<file path="src/rtl/et_adder_pkg.sv">
// rtl/et_adder_pkg.sv - shared types, mode encodings and parameter check for the ET adder
package et_adder_pkg;

  typedef enum logic [1:0] {
    IDLE = 2'd0,
    SPEC = 2'd1,
    FIX  = 2'd2,
    HOLD = 2'd3
  } et_state_e;

  localparam logic MODE_APPROX = 1'b0;
  localparam logic MODE_EXACT  = 1'b1;

  function automatic bit et_params_ok(input int width, input int blk, input int look);
    return (blk > 0) && (width >= blk) && ((width % blk) == 0) && (look >= 1) && (look <= width);
  endfunction

endpackage

</file>
<file path="src/rtl/et_spec_adder.sv">
// rtl/et_spec_adder.sv - combinational block-speculative adder with exact sum and miss flag
module et_spec_adder
  import et_adder_pkg::*;
#(
  parameter int WIDTH = 32,
  parameter int BLK   = 4,
  parameter int LOOK  = 4
) (
  input  logic [WIDTH-1:0] a_i,
  input  logic [WIDTH-1:0] b_i,
  output logic [WIDTH:0]   spec_sum_o,
  output logic [WIDTH:0]   exact_sum_o,
  output logic             miss_o
);

  localparam int NBLK = WIDTH / BLK;

  logic [NBLK-1:0] pred_c;
  logic [NBLK-1:0] true_c;

  assign exact_sum_o = {1'b0, a_i} + {1'b0, b_i};

  for (genvar k = 0; k < NBLK; k++) begin : g_blk
    if (k == 0) begin : g_base
      assign pred_c[k] = 1'b0;
      assign true_c[k] = 1'b0;
    end else begin : g_pred
      localparam int HI = k * BLK;
      localparam int LO = (HI > LOOK) ? HI - LOOK : 0;
      // x + y overflows its width exactly when y > ~x
      assign pred_c[k] = (b_i[HI-1:LO] > ~a_i[HI-1:LO]);
      assign true_c[k] = exact_sum_o[HI] ^ a_i[HI] ^ b_i[HI];
    end

    if (k == NBLK - 1) begin : g_top
      assign spec_sum_o[WIDTH:k*BLK] = {1'b0, a_i[k*BLK +: BLK]} + {1'b0, b_i[k*BLK +: BLK]}
                                     + {{BLK{1'b0}}, pred_c[k]};
    end else begin : g_mid
      assign spec_sum_o[k*BLK +: BLK] = a_i[k*BLK +: BLK] + b_i[k*BLK +: BLK]
                                      + {{(BLK-1){1'b0}}, pred_c[k]};
    end
  end

  assign miss_o = |(pred_c ^ true_c);

endmodule

</file>
<file path="src/rtl/et_adder_vl.sv">
// rtl/et_adder_vl.sv - variable-latency ET adder top: FSM, operand/result registers, handshake
// Optional ET_ADDER_STATS_EN adds saturating delivered-result and miss counters.
module et_adder_vl
  import et_adder_pkg::*;
#(
  parameter int WIDTH = 32,
  parameter int BLK   = 4,
  parameter int LOOK  = 4
) (
  input  logic             clk_i,
  input  logic             rst_ni,
  input  logic             in_valid_i,
  output logic             in_ready_o,
  input  logic [WIDTH-1:0] add1_i,
  input  logic [WIDTH-1:0] add2_i,
  input  logic             mode_i,
  output logic             out_valid_o,
  input  logic             out_ready_i,
  output logic [WIDTH:0]   result_o,
`ifdef ET_ADDER_STATS_EN
  output logic [31:0]      ops_cnt_o,
  output logic [31:0]      miss_cnt_o,
`endif
  output logic             err_o
);

  if (!et_params_ok(WIDTH, BLK, LOOK)) begin : g_bad_params
    $error("et_adder_vl: WIDTH must be a multiple of BLK and LOOK must be in 1..WIDTH");
  end

  et_state_e        state_q, state_d;
  logic [WIDTH-1:0] a_q, a_d;
  logic [WIDTH-1:0] b_q, b_d;
  logic             mode_q, mode_d;
  logic [WIDTH:0]   result_q, result_d;
  logic             err_q, err_d;

  logic [WIDTH:0]   spec_sum;
  logic [WIDTH:0]   exact_sum;
  logic             miss;
  logic             accept;

  et_spec_adder #(
    .WIDTH (WIDTH),
    .BLK   (BLK),
    .LOOK  (LOOK)
  ) u_spec (
    .a_i         (a_q),
    .b_i         (b_q),
    .spec_sum_o  (spec_sum),
    .exact_sum_o (exact_sum),
    .miss_o      (miss)
  );

  assign in_ready_o  = rst_ni & ((state_q == IDLE) | ((state_q == HOLD) & out_ready_i));
  assign accept      = in_ready_o & in_valid_i;
  assign out_valid_o = (state_q == HOLD);
  assign result_o    = result_q;
  assign err_o       = err_q;

  always_comb begin
    state_d  = state_q;
    a_d      = a_q;
    b_d      = b_q;
    mode_d   = mode_q;
    result_d = result_q;
    err_d    = err_q;

    if (accept) begin
      a_d    = add1_i;
      b_d    = add2_i;
      mode_d = mode_i;
    end

    case (state_q)
      IDLE: if (in_valid_i) state_d = SPEC;
      SPEC: begin
        if (mode_q == MODE_EXACT && miss) begin
          state_d = FIX;
        end else begin
          result_d = spec_sum;
          err_d    = miss;
          state_d  = HOLD;
        end
      end
      FIX: begin
        result_d = exact_sum;
        err_d    = 1'b1;
        state_d  = HOLD;
      end
      HOLD: if (out_ready_i) state_d = in_valid_i ? SPEC : IDLE;
      default: state_d = IDLE;
    endcase
  end

  always_ff @(posedge clk_i) begin
    if (!rst_ni) begin
      state_q  <= IDLE;
      a_q      <= '0;
      b_q      <= '0;
      mode_q   <= MODE_APPROX;
      result_q <= '0;
      err_q    <= 1'b0;
    end else begin
      state_q  <= state_d;
      a_q      <= a_d;
      b_q      <= b_d;
      mode_q   <= mode_d;
      result_q <= result_d;
      err_q    <= err_d;
    end
  end

`ifdef ET_ADDER_STATS_EN
  logic [31:0] ops_cnt_q, ops_cnt_d;
  logic [31:0] miss_cnt_q, miss_cnt_d;
  logic        deliver;

  assign deliver = out_valid_o & out_ready_i;

  always_comb begin
    ops_cnt_d  = ops_cnt_q;
    miss_cnt_d = miss_cnt_q;
    if (deliver && ops_cnt_q != 32'hFFFF_FFFF) ops_cnt_d = ops_cnt_q + 32'd1;
    if (deliver && err_q && miss_cnt_q != 32'hFFFF_FFFF) miss_cnt_d = miss_cnt_q + 32'd1;
  end

  always_ff @(posedge clk_i) begin
    if (!rst_ni) begin
      ops_cnt_q  <= '0;
      miss_cnt_q <= '0;
    end else begin
      ops_cnt_q  <= ops_cnt_d;
      miss_cnt_q <= miss_cnt_d;
    end
  end

  assign ops_cnt_o  = ops_cnt_q;
  assign miss_cnt_o = miss_cnt_q;
`endif

endmodule

</file>
<file path="config.mk">
export PLATFORM = sky130hd
export DESIGN_NAME = et_adder_vl
export DESIGN_NICKNAME = d
export VERILOG_FILES = /design/src/rtl/et_adder_pkg.sv /design/src/rtl/et_spec_adder.sv /design/src/rtl/et_adder_vl.sv
export SDC_FILE = /design/constraint.sdc
export NUM_CORES = 1
export LEC_CHECK = 0
export CAP_MARGIN = 20
export CORE_ASPECT_RATIO = 1.2
export CORE_MARGIN = 5
export CORE_UTILIZATION = 49
export CTS_CLUSTER_SIZE = 30
export DETAILED_ROUTE_END_ITERATION = 12
export PLACE_DENSITY_LB_ADDON = 0.08
export SLEW_MARGIN = 20
export SYNTH_ARGS = -nofsm -noshare
export SYNTH_HDL_FRONTEND = slang
export SYNTH_SLANG_ARGS = --single-unit
</file>
<file path="constraint.sdc">
create_clock -name clk_i -period 3.15 [get_ports clk_i]
set_clock_uncertainty 0.1 [all_clocks]
set_input_delay 0.63 -clock clk_i [delete_from_list [all_inputs] [get_ports clk_i]]
set_output_delay 0.63 -clock clk_i [all_outputs]
set_load 0.02 [all_outputs]
</file>
==> results.sh, run 1 <==
export IMPL_seq_area_frac_synth_pct=30.83
export IMPL_synth_seq_cells=101
export IMPL_async_flop_share_pct=0
export IMPL_violations="setup timing"
export IMPL_dr_total_vias=6598
export IMPL_outcome="finished, violations left"
export IMPL_coreArea_sq_um=13180
export IMPL_grt_overflow_total=0
export IMPL_viasPerCell=5.563
export IMPL_routed_wirelength_mm=21.19
export IMPL_path_class="flop to flop"
export IMPL_n_antenna_cell=0
export IMPL_vdd_ir_drop_max_uv=608.0
export IMPL_ff_latch_area_sq_um=2024
export IMPL_synth_area_top_cells="dfxtp_1 31%, ha_1 8.4%, nand2_1 8.2%"
export IMPL_synth_top_area_cell="dfxtp_1"
export IMPL_syn_num_nets=951
export IMPL_routedWlPerCell_microns=17.86
export IMPL_area_growth_pct=40.06
export IMPL_fin_area_sq_um=9186
export IMPL_drv_slew=0
export IMPL_grt_total_usage_pct=25.16
export IMPL_die_area_sq_um=15810
export IMPL_fp_row_count=46
export IMPL_postSynthAreaPerCell_sq_um=7.969
export IMPL_placed_area_sq_um=8518
export IMPL_first_pass_iters=5
export IMPL_boundaryPins=105
export IMPL_cp_start_kind="flop"
export IMPL_min_period_ns=3.582
export IMPL_die_h_microns=136.7
export IMPL_cp_data_required_time_ns=3.31
export IMPL_cp_max_fo=10
export IMPL_ant_nets=0
export IMPL_setup_viol=35
export IMPL_ys_warn_count=0
export IMPL_synthesis_instances=823
export IMPL_leakage_uw=0.003873
export IMPL_cts_tree="done"
export IMPL_numPortBuffers=104
export IMPL_place_detailed_hpwl_mm=15.05
export IMPL_synth_top_area_share_pct=30.83
export IMPL_cts_max_path_buffers=2
export IMPL_n_fill_cell=1088
export IMPL_clk_latency_ns=0.35
export IMPL_relSlewSlack_pct=58.57
export IMPL_initial_utilization_pct=49.76
export IMPL_cellPowerDensity_nw_per_um2=807.6
export IMPL_crit_path_end_kind="flop"
export IMPL_antenna_found_initial=0
export IMPL_synth_flop_cell="dfxtp_1"
export IMPL_power_uw=7419
export IMPL_cap_violations=0
export IMPL_gp_congestion=0.8744
export IMPL_hold_violations=0
export IMPL_synth_edff_count=0
export IMPL_ys_types=60
export IMPL_htree_levels=3
export IMPL_die_w_microns=115.6
export IMPL_drc_errors=0
export IMPL_rsz0062_at_grt="true"
export IMPL_grt_max_degree=75
export IMPL_grt_pass1_vias=6321
export IMPL_numCtsBuffers=9
export IMPL_fin_crit_sh_pct=113.7
export IMPL_grt_pass1_wl_mm=31.52
export IMPL_tightest_slew_ns=0.6214
export IMPL_post_route_cells_drive_above_1_share_pct=18.37
export IMPL_synthesis_area_sq_um=6559
export IMPL_fin_nets=1142
export IMPL_cts_sinks=101
export IMPL_min_path_type="flop to flop"
export IMPL_worstPathArrival_ns=3.74
export IMPL_drt_iter0_drc=470
export IMPL_clock_tree_root_cell="clkbuf_16"
export IMPL_multi_input_area_sq_um=4275
export IMPL_clk_pin_slew_worst_paths_ns=0.07
export IMPL_fmax_mhz=279.1
export IMPL_ctsHoldBuffers=0
export IMPL_fin_ws_ns=-0.4325
[report_power, final]
group	switching (uW)	total, uW	internal, uW
clock network	484	1160	677
registers	263	1920	1660
logic	2350	4340	1990
total	3100	7420	4320
[worst paths after layout]
kind / slack [ns] / cells after the start / from / endpoint
setup / recovery: -0.43 / 17 / b_q[0] / result_o[19]
hold / removal: 0.36 / 2 / b_q[31] / b_q[31]
setup reg to reg: -0.43 / 17 / b_q[0] / result_o[19]
hold reg to reg: 0.36 / 2 / b_q[31] / b_q[31]
[routing by layer]
metal	global-route usage, %	routed length (microns)	vias up
li1	-	-	3249
met1	37.15	9742	3050
met2	38.29	9459	247
met3	3.096	1260	52
met4	7.801	722	0
met5	0	0	-
[stage by stage]
stage          setup TNS [ns]  hold slack (ns)  instances  setup slack [ns]  utilization, %
5_1_grt                -16.57           0.3893       1186           -0.5391           69.70
6_report               -12.04           0.3638       1186           -0.4325           69.70
2_1_floorplan          -6.301           0.3397        823           -0.2177               -
4_1_cts                -10.43           0.3689       1175           -0.3334           67.79
3_5_place_dp           -14.81           0.3571       1156           -0.5303           64.63
3_3_place_gp           -10.97           0.3507       1156           -0.3459           64.63
[worst max-delay path, stage by stage (launching register included)]
cell and delay (ns):
dfxtp_2 0.35, ha_4 0.14, inv_2 0.03, fa_2 0.33, nand2b_4 0.16, a211oi_4 0.28
o21ai_4 0.13, o41ai_4 0.25, buf_6 0.18, o31a_2 0.18, xor2_2 0.22, xnor2_2 0.17
o311ai_4 0.11, buf_12 0.16, buf_6 0.13, buf_16 0.14, a21bo_2 0.20, a21oi_1 0.21
[flip-flops by register name, indices dropped and copies added, names as in the netlist]
register  flops
state_q       2
err_o         1
b_q          32
result_o     33
a_q          32
mode_q        1
[cell usage after synthesis (4+ instances only)]
library cell  count
nand2_1         143
inv_1            45
a21oi_1          87
and3_1            7
a31oi_1           8
mux2i_1           8
dfxtp_1         101
a211oi_1         23
o21ai_0          77
a21o_1            8
nor2_1           32
nor2b_1           8
o31ai_1          20
o211ai_1          4
o21a_1            6
buf_4             4
xnor2_1          30
buf_2             8
xor2_1           12
nand4_1          12
a311oi_1          4
a21bo_2          10
ha_1             44
clkbuf_1         38
nand2b_1          4
nor3_1            5
o21bai_1          4
nand3_1          12
fa_1             15
[kinds of logic after synthesis]
group                      after synthesis  share of synthesized area [%]
xor gates and xnor gates                46                          6.791
muxes                                    9                          1.393
adders and majority gates               59                          12.97
buffers and inverters                   98                          5.990
and+or+nand+nor                        236                          15.62
AOI/OAI and AO/OA                      274                          26.40
DFF                                    101                          30.83
[cell usage in the layout (no fill, tap or decap), types with 5 or more instances in the layout]
master	instances
a21o_1	8
nor2b_1	8
nor2_1	31
xor2_1	12
clkdlybuf4s50_1	104
a31oi_1	8
nand2_1	143
o21ai_0	77
ha_1	43
o31ai_1	19
and3_1	6
dfxtp_1	99
xnor2_1	29
nand3_1	11
buf_12	5
clkbuf_16	13
a211oi_1	21
buf_6	5
a21oi_1	84
fa_1	14
a21bo_2	10
inv_1	44
nand4_1	12
mux2i_1	8
o21a_1	6
buf_4	112
[what timing repair did]
action,CTS,global route
setup buffers,2,5
setup endpoints to repair,35,35
gates cloned,2,6
gates resized for setup,9,15
pin swaps,10,16
hold endpoints to repair,0,0
[final cells by class]
| cell class | instances | share of cell area, % |
|---|---|---|
| clock inverters | 3 | 0.4767 |
| inverters | 46 | 1.880 |
| multi-input cells | 624 | 46.54 |
| flip-flops and latches | 101 | 22.04 |
| clock buffers | 12 | 2.901 |
| repair buffers | 232 | 23.88 |
| well taps | 168 | 2.288 |
(Power assumes the default switching activity.)
==> run 2: changes to the inputs <==
--- a/config.mk
+++ b/config.mk
@@ -5,7 +5,6 @@
 export SDC_FILE = /design/constraint.sdc
 export NUM_CORES = 1
 export LEC_CHECK = 0
-export CAP_MARGIN = 20
 export CORE_ASPECT_RATIO = 1.2
 export CORE_MARGIN = 5
 export CORE_UTILIZATION = 49
==> results of run 2 <==
No change in the layout: final DEF, timing and power equal those of run 1.
==> run 3: changes to the inputs <==
--- a/config.mk
+++ b/config.mk
@@ -7,11 +7,12 @@
 export LEC_CHECK = 0
 export CORE_ASPECT_RATIO = 1.2
 export CORE_MARGIN = 5
-export CORE_UTILIZATION = 49
+export CORE_UTILIZATION = 50
 export CTS_CLUSTER_SIZE = 30
 export DETAILED_ROUTE_END_ITERATION = 12
 export PLACE_DENSITY_LB_ADDON = 0.08
 export SLEW_MARGIN = 20
 export SYNTH_ARGS = -nofsm -noshare
 export SYNTH_HDL_FRONTEND = slang
+export SYNTH_HIERARCHICAL = 1
 export SYNTH_SLANG_ARGS = --single-unit
==> run 3 against run 2 <==
The run still ends with setup timing left. Wire length shrank 17%. Fmax rose by 4.4%. First-iteration DRC count is 60% lower. Cell count shrank 6.4%. Synthesized area increased by 7.9%. Clock power rose by 7%. Combinational power shrank 2%. Global-route usage down 4.0 points.
==> results.sh, run 3 <==
export IMPL_boundaryPins=105
export IMPL_min_to="b_q[22]"
export IMPL_cp_max_fo=13
export IMPL_drv_slew=0
export IMPL_synth_top_area_share_pct=28.57
export IMPL_ys_warn_count=6
export IMPL_tns_ns=-8.899
export IMPL_htree_levels=3
export IMPL_area_growth_pct=29.19
export IMPL_ys_types=58
export IMPL_cellPowerDensity_nw_per_um2=809.1
export IMPL_routedWlPerCell_microns=15.84
export IMPL_cts_tree="done"
export IMPL_gp_congestion=0.9190
export IMPL_first_pass_iters=5
export IMPL_grt_total_usage_pct=21.14
export IMPL_numPortBuffers=104
export IMPL_power_uw=7397
export IMPL_final_cell_mix="103 x clkdlybuf4s50_1, 99 x dfxtp_1, 98 x mux2i_1"
export IMPL_fin_ws_ns=-0.2813
export IMPL_whs_ns=0.3651
export IMPL_clock_tree_root_cell="clkbuf_16"
export IMPL_synthesis_instances=793
export IMPL_clk_latency_ns=0.35
export IMPL_grt_max_degree=66
export IMPL_worstRegToRegCells=16
export IMPL_crit_path_end_kind="flop"
export IMPL_fin_nets=1063
export IMPL_hold_depth=2
export IMPL_vdd_ir_drop_max_uv=577.4
export IMPL_reg2reg_to="result_o[15]"
export IMPL_min_period_ns=3.431
export IMPL_cap_violations=0
export IMPL_numCtsBuffers=9
export IMPL_ant_nets=0
export IMPL_synthesis_area_sq_um=7077
export IMPL_violations="setup timing"
export IMPL_path_class="flop to flop"
export IMPL_antenna_found_initial=0
export IMPL_die_w_microns=118.6
export IMPL_synth_seq_cells=101
export IMPL_seq_area_frac_synth_pct=28.57
export IMPL_n_antenna_cell=0
export IMPL_synth_most_common_cell="dfxtp_1"
export IMPL_post_route_cells_drive_above_1_share_pct=16.40
export IMPL_coreArea_sq_um=13820
export IMPL_cts_sinks=101
export IMPL_relSlewSlack_pct=54.67
export IMPL_fin_area_sq_um=9143
export IMPL_setup_viol=35
export IMPL_viasPerCell=5.343
export IMPL_die_h_microns=140.3
export IMPL_gr_usage_met3_pct=3.710
export IMPL_grt_pass1_wl_mm=29.66
export IMPL_cp_data_required_time_ns=3.32
export IMPL_outcome="finished, violations left"
export IMPL_fp_row_count=47
export IMPL_met1_usage_pct=24.95
export IMPL_cts_max_path_buffers=2
export IMPL_fin_crit_sh_pct=108.9
export IMPL_die_area_sq_um=16640
export IMPL_finish_utilization_pct=66.16
export IMPL_hold_violations=0
export IMPL_drc_errors=0
export IMPL_synth_edff_count=0
export IMPL_routed_wirelength_mm=17.58
export IMPL_grt_pass1_vias=6328
export IMPL_syn_num_nets=921
export IMPL_worstPathArrival_ns=3.60
export IMPL_min_path_type="flop to flop"
export IMPL_clk_pin_slew_worst_paths_ns=0.06
export IMPL_cp_start_kind="flop"
export IMPL_postSynthAreaPerCell_sq_um=8.924
export IMPL_drt_iter0_drc=187
export IMPL_synth_top_area_cell="dfxtp_1"
export IMPL_use_met2_pct=38.24
export IMPL_final_common_cell="clkdlybuf4s50_1"
export IMPL_initial_utilization_pct=51.21
export IMPL_dr_total_vias=5931
export IMPL_r2r_slack_ns=-0.28
export IMPL_rsz0062_at_grt="true"
export IMPL_busiest_layer="met2"
export IMPL_tightest_slew_ns=0.6800
export IMPL_largest_reg_flops=33
export IMPL_synth_area_top_cells="dfxtp_1 29%, mux2i_1 14%, ha_1 7.8%"
export IMPL_async_flop_share_pct=0
export IMPL_leakage_uw=0.004037
export IMPL_grt_overflow_total=0
export IMPL_fmax_mhz=291.4
export IMPL_synth_common_cells="101 x dfxtp_1, 98 x mux2i_1, 94 x inv_1, 85 x nand2_1, 47 x a21oi_1"
export IMPL_place_detailed_hpwl_mm=13.27
export IMPL_min_from="b_q[22]"
export IMPL_placed_area_sq_um=8686
export IMPL_r2r_start="b_q[0]"
export IMPL_synth_flop_cell="dfxtp_1"
==> run 3: cell count changes in the layout (fill, tap and decap cells not counted), moves of 10 or more <==
cell | previous run | this run
a21bo_2 | 10 | 0
a211oi_1 | 21 | 5
o21ai_0 | 77 | 14
nor3_1 | 4 | 40
buf_4 | 112 | 67
nor2_1 | 31 | 12
nand2_1 | 143 | 85
inv_1 | 44 | 94
a21oi_1 | 84 | 46
mux2i_1 | 8 | 98
xnor2_1 | 29 | 42
a21o_1 | 8 | 20
a211oi_2 | 2 | 31
o31ai_1 | 19 | 0
==> run 3: worst max-delay path by stage <==
stage | start | cells after the start | endpoint | slack [ns]
6_report | b_q[0] | 16 | result_o[15] | -0.28
3_3_place_gp | b_q[0] | 15 | result_o[5] | -0.26
4_1_cts | b_q[0] | 16 | result_o[15] | -0.27
3_5_place_dp | b_q[0] | 13 | state_q[0] | -0.36
2_1_floorplan | b_q[0] | 15 | result_o[10] | -0.14
5_1_grt | a_q[0] | 16 | result_o[0] | -0.47
==> run 3: timing repair <==
action | CTS | global route
setup buffers | 1 | 0
setup endpoints to repair | 35 | 35
hold buffers | 0 | 0
resized for setup | 13 | 3
cloned | 1 | 1
pin swaps | 10 | 8
==> run 3: report_power, final <==
part | total [uW] | leakage, uW | internal (uW) | switching, uW
sequential | 1890 | 0.000832 | 1630 | 264
clock | 1240 | 0.000161 | 757 | 487
combinational | 4260 | 0.00304 | 2060 | 2200
==> run 3: area by class of cell <==
cell class                 instances  area (sq um)
inverter                          95         356.6
tap                              171         214.0
sequential                       101          2024
multi-input combinational        546          4483
fill                            1132          4677
clock buffer                      12         266.5
clock inverter                     3         67.56
timing repair buffer             182          1730
==> run 3: per-layer routing <==
metal / vias up / share of wire [%]
met5: - / 0
met4: 0 / 1.5
met3: 20 / 3.8
met2: 136 / 52
met1: 2815 / 43
li1: 2960 / -
==> run 3: logic make-up after synthesis <==
logic type	synth area share [%]
simple gates	11.14
compound gates	17.52
buf+inv	8.981
flops	28.57
mux	13.86
xor+xnor	7.903
fa+ha+maj	12.02
==> run 3: critical path, stage by stage, from the launching register on <==
cell	delay [ns]
dfxtp_2	0.34
ha_4	0.16
fa_2	0.37
a211oi_4	0.26
o211ai_2	0.11
a21oi_2	0.16
buf_6	0.15
o31ai_4	0.07
xor2_2	0.17
xnor2_1	0.17
nor4_2	0.32
nand4b_1	0.20
a21boi_2	0.21
buf_6	0.14
buf_8	0.14
nor3_1	0.07
a211oi_2	0.21
==> run 3: per-stage QoR <==
stage               setup WS [ns]  instances
floorplan                 -0.1402        793
global placement          -0.2643       1092
detailed placement        -0.3594       1092
CTS                       -0.2659       1109
global route              -0.4699       1110
finish                    -0.2813       1110
